**src/rtl/muldiv_unit.sv**
```systemverilog
// Multi-cycle RV32M multiply/divide unit with a valid/ready handshake on both sides.
// Divides use restoring radix-2; multiplies are single-cycle or shift-add, depending on FAST_MUL.
module muldiv_unit #(
   parameter int XLEN     = 32,
   parameter bit FAST_MUL = 1'b1
) (
   input  logic            clk,
   input  logic            rst,
   input  logic            in_valid,
   output logic            in_ready,
   input  logic [2:0]      op,
   input  logic [XLEN-1:0] a,
   input  logic [XLEN-1:0] b,
   output logic            out_valid,
   input  logic            out_ready,
   output logic [XLEN-1:0] res,
   output logic            div_by_zero
);

   localparam int CW = $clog2(XLEN);
   localparam logic [XLEN-1:0] MIN_NEG = {1'b1, {(XLEN-1){1'b0}}};

   typedef enum logic [1:0] {IDLE, CALC, DONE} state_t;

   state_t            state_q, state_d;
   logic [2:0]        op_q, op_d;
   logic [XLEN-1:0]   mag_a_q, mag_a_d;
   logic [XLEN-1:0]   mag_b_q, mag_b_d;
   logic [XLEN-1:0]   hi_q, hi_d;
   logic [XLEN-1:0]   lo_q, lo_d;
   logic              neg_res_q, neg_res_d;
   logic              neg_a_q, neg_a_d;
   logic [CW-1:0]     cnt_q, cnt_d;
   logic [XLEN-1:0]   res_q, res_d;
   logic              dbz_q, dbz_d;

   logic              a_signed, b_signed, in_neg_a, in_neg_b;
   logic [XLEN-1:0]   in_mag_a, in_mag_b;
   logic [2*XLEN-1:0] fast_prod;
   logic [XLEN:0]     rem_sh, rem_diff, mul_sum;
   logic [XLEN-1:0]   step_hi, step_lo;

   // Operates on unsigned magnitudes; signs are restored here on the way into DONE.
   function automatic logic [XLEN-1:0] finalize(input logic [2:0] f_op,
                                                input logic [XLEN-1:0] f_hi,
                                                input logic [XLEN-1:0] f_lo,
                                                input logic f_neg_res,
                                                input logic f_neg_a);
      logic [2*XLEN-1:0] p;
      logic [XLEN-1:0]   r;
      p = {f_hi, f_lo};
      if (f_neg_res) p = -p;
      if (!f_op[2])
         r = (f_op[1:0] == 2'b00) ? p[XLEN-1:0] : p[2*XLEN-1:XLEN];
      else if (!f_op[1])
         r = f_neg_res ? -f_lo : f_lo;
      else
         r = f_neg_a ? -f_hi : f_hi;
      return r;
   endfunction

   assign a_signed  = !((op == 3'b011) || (op == 3'b101) || (op == 3'b111));
   assign b_signed  = a_signed && (op != 3'b010);
   assign in_neg_a  = a_signed & a[XLEN-1];
   assign in_neg_b  = b_signed & b[XLEN-1];
   assign in_mag_a  = in_neg_a ? (~a + 1'b1) : a;
   assign in_mag_b  = in_neg_b ? (~b + 1'b1) : b;
   assign fast_prod = {{XLEN{1'b0}}, in_mag_a} * {{XLEN{1'b0}}, in_mag_b};

   // hi holds the partial remainder / upper product, lo the dividend-quotient / multiplier.
   assign rem_sh   = {hi_q, lo_q[XLEN-1]};
   assign rem_diff = rem_sh - {1'b0, mag_b_q};
   assign mul_sum  = {1'b0, hi_q} + (lo_q[0] ? {1'b0, mag_a_q} : {(XLEN+1){1'b0}});

   always_comb begin
      step_hi = hi_q;
      step_lo = lo_q;
      if (op_q[2]) begin
         if (!rem_diff[XLEN]) begin
            step_hi = rem_diff[XLEN-1:0];
            step_lo = {lo_q[XLEN-2:0], 1'b1};
         end else begin
            step_hi = rem_sh[XLEN-1:0];
            step_lo = {lo_q[XLEN-2:0], 1'b0};
         end
      end else begin
         step_hi = mul_sum[XLEN:1];
         step_lo = {mul_sum[0], lo_q[XLEN-1:1]};
      end
   end

   always_comb begin
      state_d   = state_q;
      op_d      = op_q;
      mag_a_d   = mag_a_q;
      mag_b_d   = mag_b_q;
      hi_d      = hi_q;
      lo_d      = lo_q;
      neg_res_d = neg_res_q;
      neg_a_d   = neg_a_q;
      cnt_d     = cnt_q;
      res_d     = res_q;
      dbz_d     = dbz_q;
      case (state_q)
         IDLE: begin
            if (in_valid && !rst) begin
               op_d      = op;
               mag_a_d   = in_mag_a;
               mag_b_d   = in_mag_b;
               neg_res_d = in_neg_a ^ in_neg_b;
               neg_a_d   = in_neg_a;
               cnt_d     = '0;
               dbz_d     = 1'b0;
               hi_d      = '0;
               lo_d      = op[2] ? in_mag_a : in_mag_b;
               if (op[2] && (b == '0)) begin
                  res_d   = op[1] ? a : '1;
                  dbz_d   = 1'b1;
                  state_d = DONE;
               end else if (op[2] && !op[0] && (a == MIN_NEG) && (b == '1)) begin
                  res_d   = op[1] ? '0 : a;
                  state_d = DONE;
               end else if (FAST_MUL && !op[2]) begin
                  res_d   = finalize(op, fast_prod[2*XLEN-1:XLEN], fast_prod[XLEN-1:0],
                                     in_neg_a ^ in_neg_b, in_neg_a);
                  state_d = DONE;
               end else begin
                  state_d = CALC;
               end
            end
         end
         CALC: begin
            hi_d  = step_hi;
            lo_d  = step_lo;
            cnt_d = cnt_q + CW'(1);
            if (cnt_q == CW'(XLEN-1)) begin
               res_d   = finalize(op_q, step_hi, step_lo, neg_res_q, neg_a_q);
               state_d = DONE;
            end
         end
         DONE: begin
            if (out_ready) state_d = IDLE;
         end
         default: state_d = IDLE;
      endcase
   end

   always_ff @(posedge clk or posedge rst) begin
      if (rst) begin
         state_q   <= IDLE;
         op_q      <= '0;
         mag_a_q   <= '0;
         mag_b_q   <= '0;
         hi_q      <= '0;
         lo_q      <= '0;
         neg_res_q <= 1'b0;
         neg_a_q   <= 1'b0;
         cnt_q     <= '0;
         res_q     <= '0;
         dbz_q     <= 1'b0;
      end else begin
         state_q   <= state_d;
         op_q      <= op_d;
         mag_a_q   <= mag_a_d;
         mag_b_q   <= mag_b_d;
         hi_q      <= hi_d;
         lo_q      <= lo_d;
         neg_res_q <= neg_res_d;
         neg_a_q   <= neg_a_d;
         cnt_q     <= cnt_d;
         res_q     <= res_d;
         dbz_q     <= dbz_d;
      end
   end

   assign in_ready    = (state_q == IDLE) & ~rst;
   assign out_valid   = (state_q == DONE);
   assign res         = res_q;
   assign div_by_zero = dbz_q;

endmodule

```
**config.mk**
```make
export PLATFORM = sky130hd
export DESIGN_NAME = muldiv_unit
export DESIGN_NICKNAME = d
export VERILOG_FILES = /design/src/rtl/muldiv_unit.sv
export SDC_FILE = /design/constraint.sdc
export NUM_CORES = 2
export LEC_CHECK = 0
export CORE_MARGIN = 2
export CORE_UTILIZATION = 59
export DETAILED_ROUTE_END_ITERATION = 10
export GPL_ROUTABILITY_DRIVEN = 0
export GPL_TIMING_DRIVEN = 0
export PLACE_DENSITY = 0.76
export SETUP_SLACK_MARGIN = 0.5
export SLEW_MARGIN = 40
export SYNTH_ARGS = -nofsm -noshare
export SYNTH_HDL_FRONTEND = slang
export SYNTH_SLANG_ARGS = --single-unit
export TNS_END_PERCENT = 20
```
**constraint.sdc**
```tcl
create_clock -name clk -period 7.2 [get_ports clk]
set_input_delay 1.44 -clock clk [delete_from_list [all_inputs] [get_ports clk]]
set_output_delay 1.44 -clock clk [all_outputs]
set_load 0.01 [all_outputs]
```
==> results of run 1 <==
metrics by stage:
stage | area (sq um) | setup WS [ps] | hold WS [ps]
CTS | 61800 | -4290 | 485
floorplan | 53600 | -4030 | 442
global placement | 56000 | -8180 | 456
detailed placement | 56900 | -7630 | 466
repair_timing:
action                                  4_1_cts
endpoints found under the setup margin       33
resized for setup                           821
setup buffers                               187
hold buffers                                  0
gates cloned                                  1
endpoints found under the hold margin         0
pin swaps                                   164
routing by layer:
layer / overflow / global-route usage
met1: 11 / 0.732
met2: 43 / 0.853
met4: 36 / 0.640
met3: 15 / 0.632
met5: 0 / 0.438
cell families after synthesis:
family / after synthesis / share of synthesized area
AND/OR/NAND/NOR: 2402 / 0.199
buffers and inverters: 1370 / 0.0974
adder cells (fa/ha/maj): 1233 / 0.417
AO/OA/AOI/OAI: 1224 / 0.148
XOR/XNOR: 276 / 0.0457
flip-flops: 173 / 0.0815
multiplexers: 60 / 0.0115
==> impl_results.md, run 1 <==
* Yosys cell types at 95
* Failing step: global routing
* Top post-synthesis cells by area: fa_1, dfrtp_1, ha_1
* Mapped Nets at 8,042
* Syn_area_per_cell at 7.88 sq um
* Top_reg_cell synth: dfrtp_1
* Cell Area, Synth at 53,100 sq um
* Cell taking the most area after synthesis: fa_1
* Post-synth ARST share at 1.00
* GRT Overall Usage at 0.724
* Worst ep type: register data pin
* Initial cell density of the core at 0.593
* Die span in x at 304 microns
* Placed cell count at 8,029
* Most frequent cell after synthesis: inv_1
* Status: aborted with a tool error
* Port buffer count at 95
* Post-DP HPWL at around 190 mm
* Die height at about 300 microns
* Post-synthesis register bit count at around 170
* CTS sink cnt at 173
* Commonest cells in the synthesized netlist: inv_1, nand2_1, fa_1
* Seq/Total Area, Yosys at 0.0815
* Num CTS Buffers at 17
* Root Driver: clkbuf_16
* CTS Buffer Depth at 2
* # rows at between 100 and 150
* I/O pin count at 106
* Share of the synthesized area in the top cell type at 0.338
* H-tree depth at 4
* Mapped Cells at 6,738
* Largest net degree at the start of global routing at between 80 and 90
* Critical endpoint after global-route timing repair: res[28]$_DFFE_PP0P_/D
* Err: [ERROR GRT-0232] Routing congestion too high. Check the congestion heatmap in the GUI.
* Post-synth EDFFs at 0
* Grt total ovfl at 105
* Synth Warn # at 0
==> run 2, diff against run 1 <==
- CORE_UTILIZATION: 59 -> 40
- PLACE_DENSITY: 0.76 -> unset
- PLACE_DENSITY_LB_ADDON: unset -> 0.15
- SETUP_SLACK_MARGIN: 0.5 -> unset
==> run 2 against run 1 <==
Compared with the run above: the flow now finishes, with violations (negative setup slack); synthesized cell count unchanged; synthesized area unchanged.
==> impl_results.md, run 2 <==
* Status: finished, violations left (was aborted with a tool error)
* Failing checks: negative setup slack
* Worst Tran Pin Value at approximately 1100 ps
* Critical path class: primary input to flop
* Final Max Tran Viols at 0
* CP endpoint kind: flop
* Worst-path clk slew at 80 ps
* Post-synth EDFFs at 0 (unchanged)
* CTS Buffer Depth at 2 (unchanged)
* Commonest cells in the synthesized netlist: inv_1, nand2_1, fa_1 (unchanged)
* Share of the synthesized area in the top cell type at 0.338 (unchanged)
* Clk_lat worst skew at around 500 ps
* Mapped Cells at 6,738 (unchanged)
* I/O pin count at 106 (unchanged)
* Drt drc at 0
* RSZ-0062 raised after global routing: true
* Clock skew at ~25 ps
* Die span in x at 368 microns (was 304 microns)
* Routed WL at ~280 mm
* Share of cells above drive strength 1 at 0.145
* H-tree depth at 4 (unchanged)
* Hold Slack at 480 ps
* Worst min-delay path category: flop to flop
* Port buffer count at 95 (unchanged)
* Fin crit share at 1.71
* Post-route cell area at roughly 64,000 sq um
* # rows at 133 (was 110)
* Synth Warn # at 0 (unchanged)
* Relative slew slack at 0.290
* Via/cell ratio at 6.27
* Root Driver: clkbuf_16 (unchanged)
* Die height at 368 microns (was 304 microns)
* Max Cap Viol at 0
* Post-route non-filler standard cell count at 8,893
* Global-route wire length before repair at 388 mm
* Number of global-route vias before repair at 54,076
* Initial cell density of the core at 0.404 (was 0.593)
* Worst setup SP type: primary input
* Placed cell count at 8,621 (was 8,029)
* CP max stage cell: clkdlybuf4s50_1
* Final critical-path required period at approximately 12,000 ps
* Final setup margin at -5090 ps
* Crit-path most repeated cell: fa_1
* Worst R2R Setup Slack at -1760 ps
* Most common cell after layout, fill and taps aside: inv_1
* Placed cell areas at 57,900 sq um (was 56,900 sq um)
* Top post-synthesis cells by area: fa_1, dfrtp_1, ha_1 (unchanged)
* TritonRoute pass-1 iters at 11
* Top_reg_cell synth: dfrtp_1 (unchanged)
* Grt total ovfl at 0
* CP Max Fanout at 9
* Nets at 8,410
* Pre-CTS setup slack at -7960 ps (was -7630 ps)
* Total die area at 136,000 sq um
* Post-synthesis register bit count at 173 (unchanged)
* Area Growth Syn to Fin at 20.3%
* Syn_area_per_cell at 7.88 sq um (unchanged)
* Most frequent cells in the layout: inv_1, nand2_1, fa_1
* Avg WL per Cell at ~31 microns
* CTS tree: done
* Largest net degree at the start of global routing at 71
* Mapped Nets at 8,042 (unchanged)
* Setup violations, final at 32
* Antenna violations before repair at 17
* Cell Area, Synth at 53,100 sq um (unchanged)
* Hold Vio Cnt, Final at 0
* Post-DP HPWL at 218 mm (was 194 mm)
* Via count at ~56,000
* Core region area at roughly 130,000 sq um
* GRT Overall Usage at 0.401
* CP Data Required Time at 7550 ps
* Worst path max stage delay at 850 ps
* Initial drt markers at 8,177
* Yosys cell types at 95 (unchanged)
* WP data arrival at 12,640 ps
* Num CTS Buffers at 17 (unchanged)
* Cell taking the most area after synthesis: fa_1 (unchanged)
* Post-synth ARST share at 1.00 (unchanged)
* Most frequent cell after synthesis: inv_1 (unchanged)
* Routed Antenna Nets at 0
* Max Fclk at just over 80 MHz
* CTS sink cnt at 173 (unchanged)
* Seq/Total Area, Yosys at 0.0815 (unchanged)
-- run 2: worst max-delay path, delay by kind of cell --
family | cells | cell delay, ps
adders and majority gates | 9 | 4450
and+or+nand+nor | 10 | 2400
buffers and inverters | 9 | 2270
AOI/OAI and AO/OA | 7 | 1760
xor gates and xnor gates | 1 | 260
-- run 2: kinds of logic after synthesis --
kind of cell	Yosys count	synth area share
compound gates	1224	0.148
xor+xnor	276	0.0457
fa+ha+maj	1233	0.417
buf+inv	1370	0.0974
flops	173	0.0815
mux	60	0.0115
simple gates	2402	0.199
-- run 2: worst paths after layout --
| kind | depth (start not counted) | end | start |
|---|---|---|---|
| worst max-delay path | 36 | res[24] | b[26] |
| worst min-delay path | 2 | mag_a_q[0] | mag_a_q[0] |
| worst max register to register | 18 | res[30] | op_q[2] |
| worst min register to register | 2 | mag_a_q[0] | mag_a_q[0] |
| max in group asynchronous | 4 | mag_b_q[2] | rst |
| min in group asynchronous | 2 | state_q[1] | rst |
-- run 2: repair_timing --
action,4_1_cts,5_1_grt
gates resized for setup,763,202
hold endpoints to repair,0,0
endpoints found under the setup margin,32,32
pin swaps,115,105
hold buffers,0,0
cloned,1,1
buffers inserted,179,67
-- run 2: layout make-up --
cell class	instances	area, sq um
fill	12784	67700
multi-input combinational	5195	47200
sequential	173	4330
inverter	990	3760
timing repair buffer	376	3370
buffer	353	2380
tap	1755	2200
clock buffer	17	425
clock inverter	15	186
antenna	19	47.5
-- run 2: per-layer routing --
layer,GRT usage,up-vias,wire length (microns)
met5,0.0157,-,189
met4,0.299,8,27300
met3,0.160,1295,39300
met2,0.575,4412,113000
met1,0.481,27448,98000
li1,-,22625,-
-- run 2: through the flow --
| step | utilization | TNS [ps] |
|---|---|---|
| 2_1_floorplan | - | -122250 |
| 3_3_place_gp | 0.431 | -569530 |
| 3_5_place_dp | 0.440 | -245200 |
| 4_1_cts | 0.475 | -134520 |
| 5_1_grt | 0.485 | -156380 |
| 6_report | 0.485 | -153800 |
Power of run 2 is left out: the tool's default activity adds up to more than one toggle a clock period on the data nets, which glitch-free logic cannot reach.
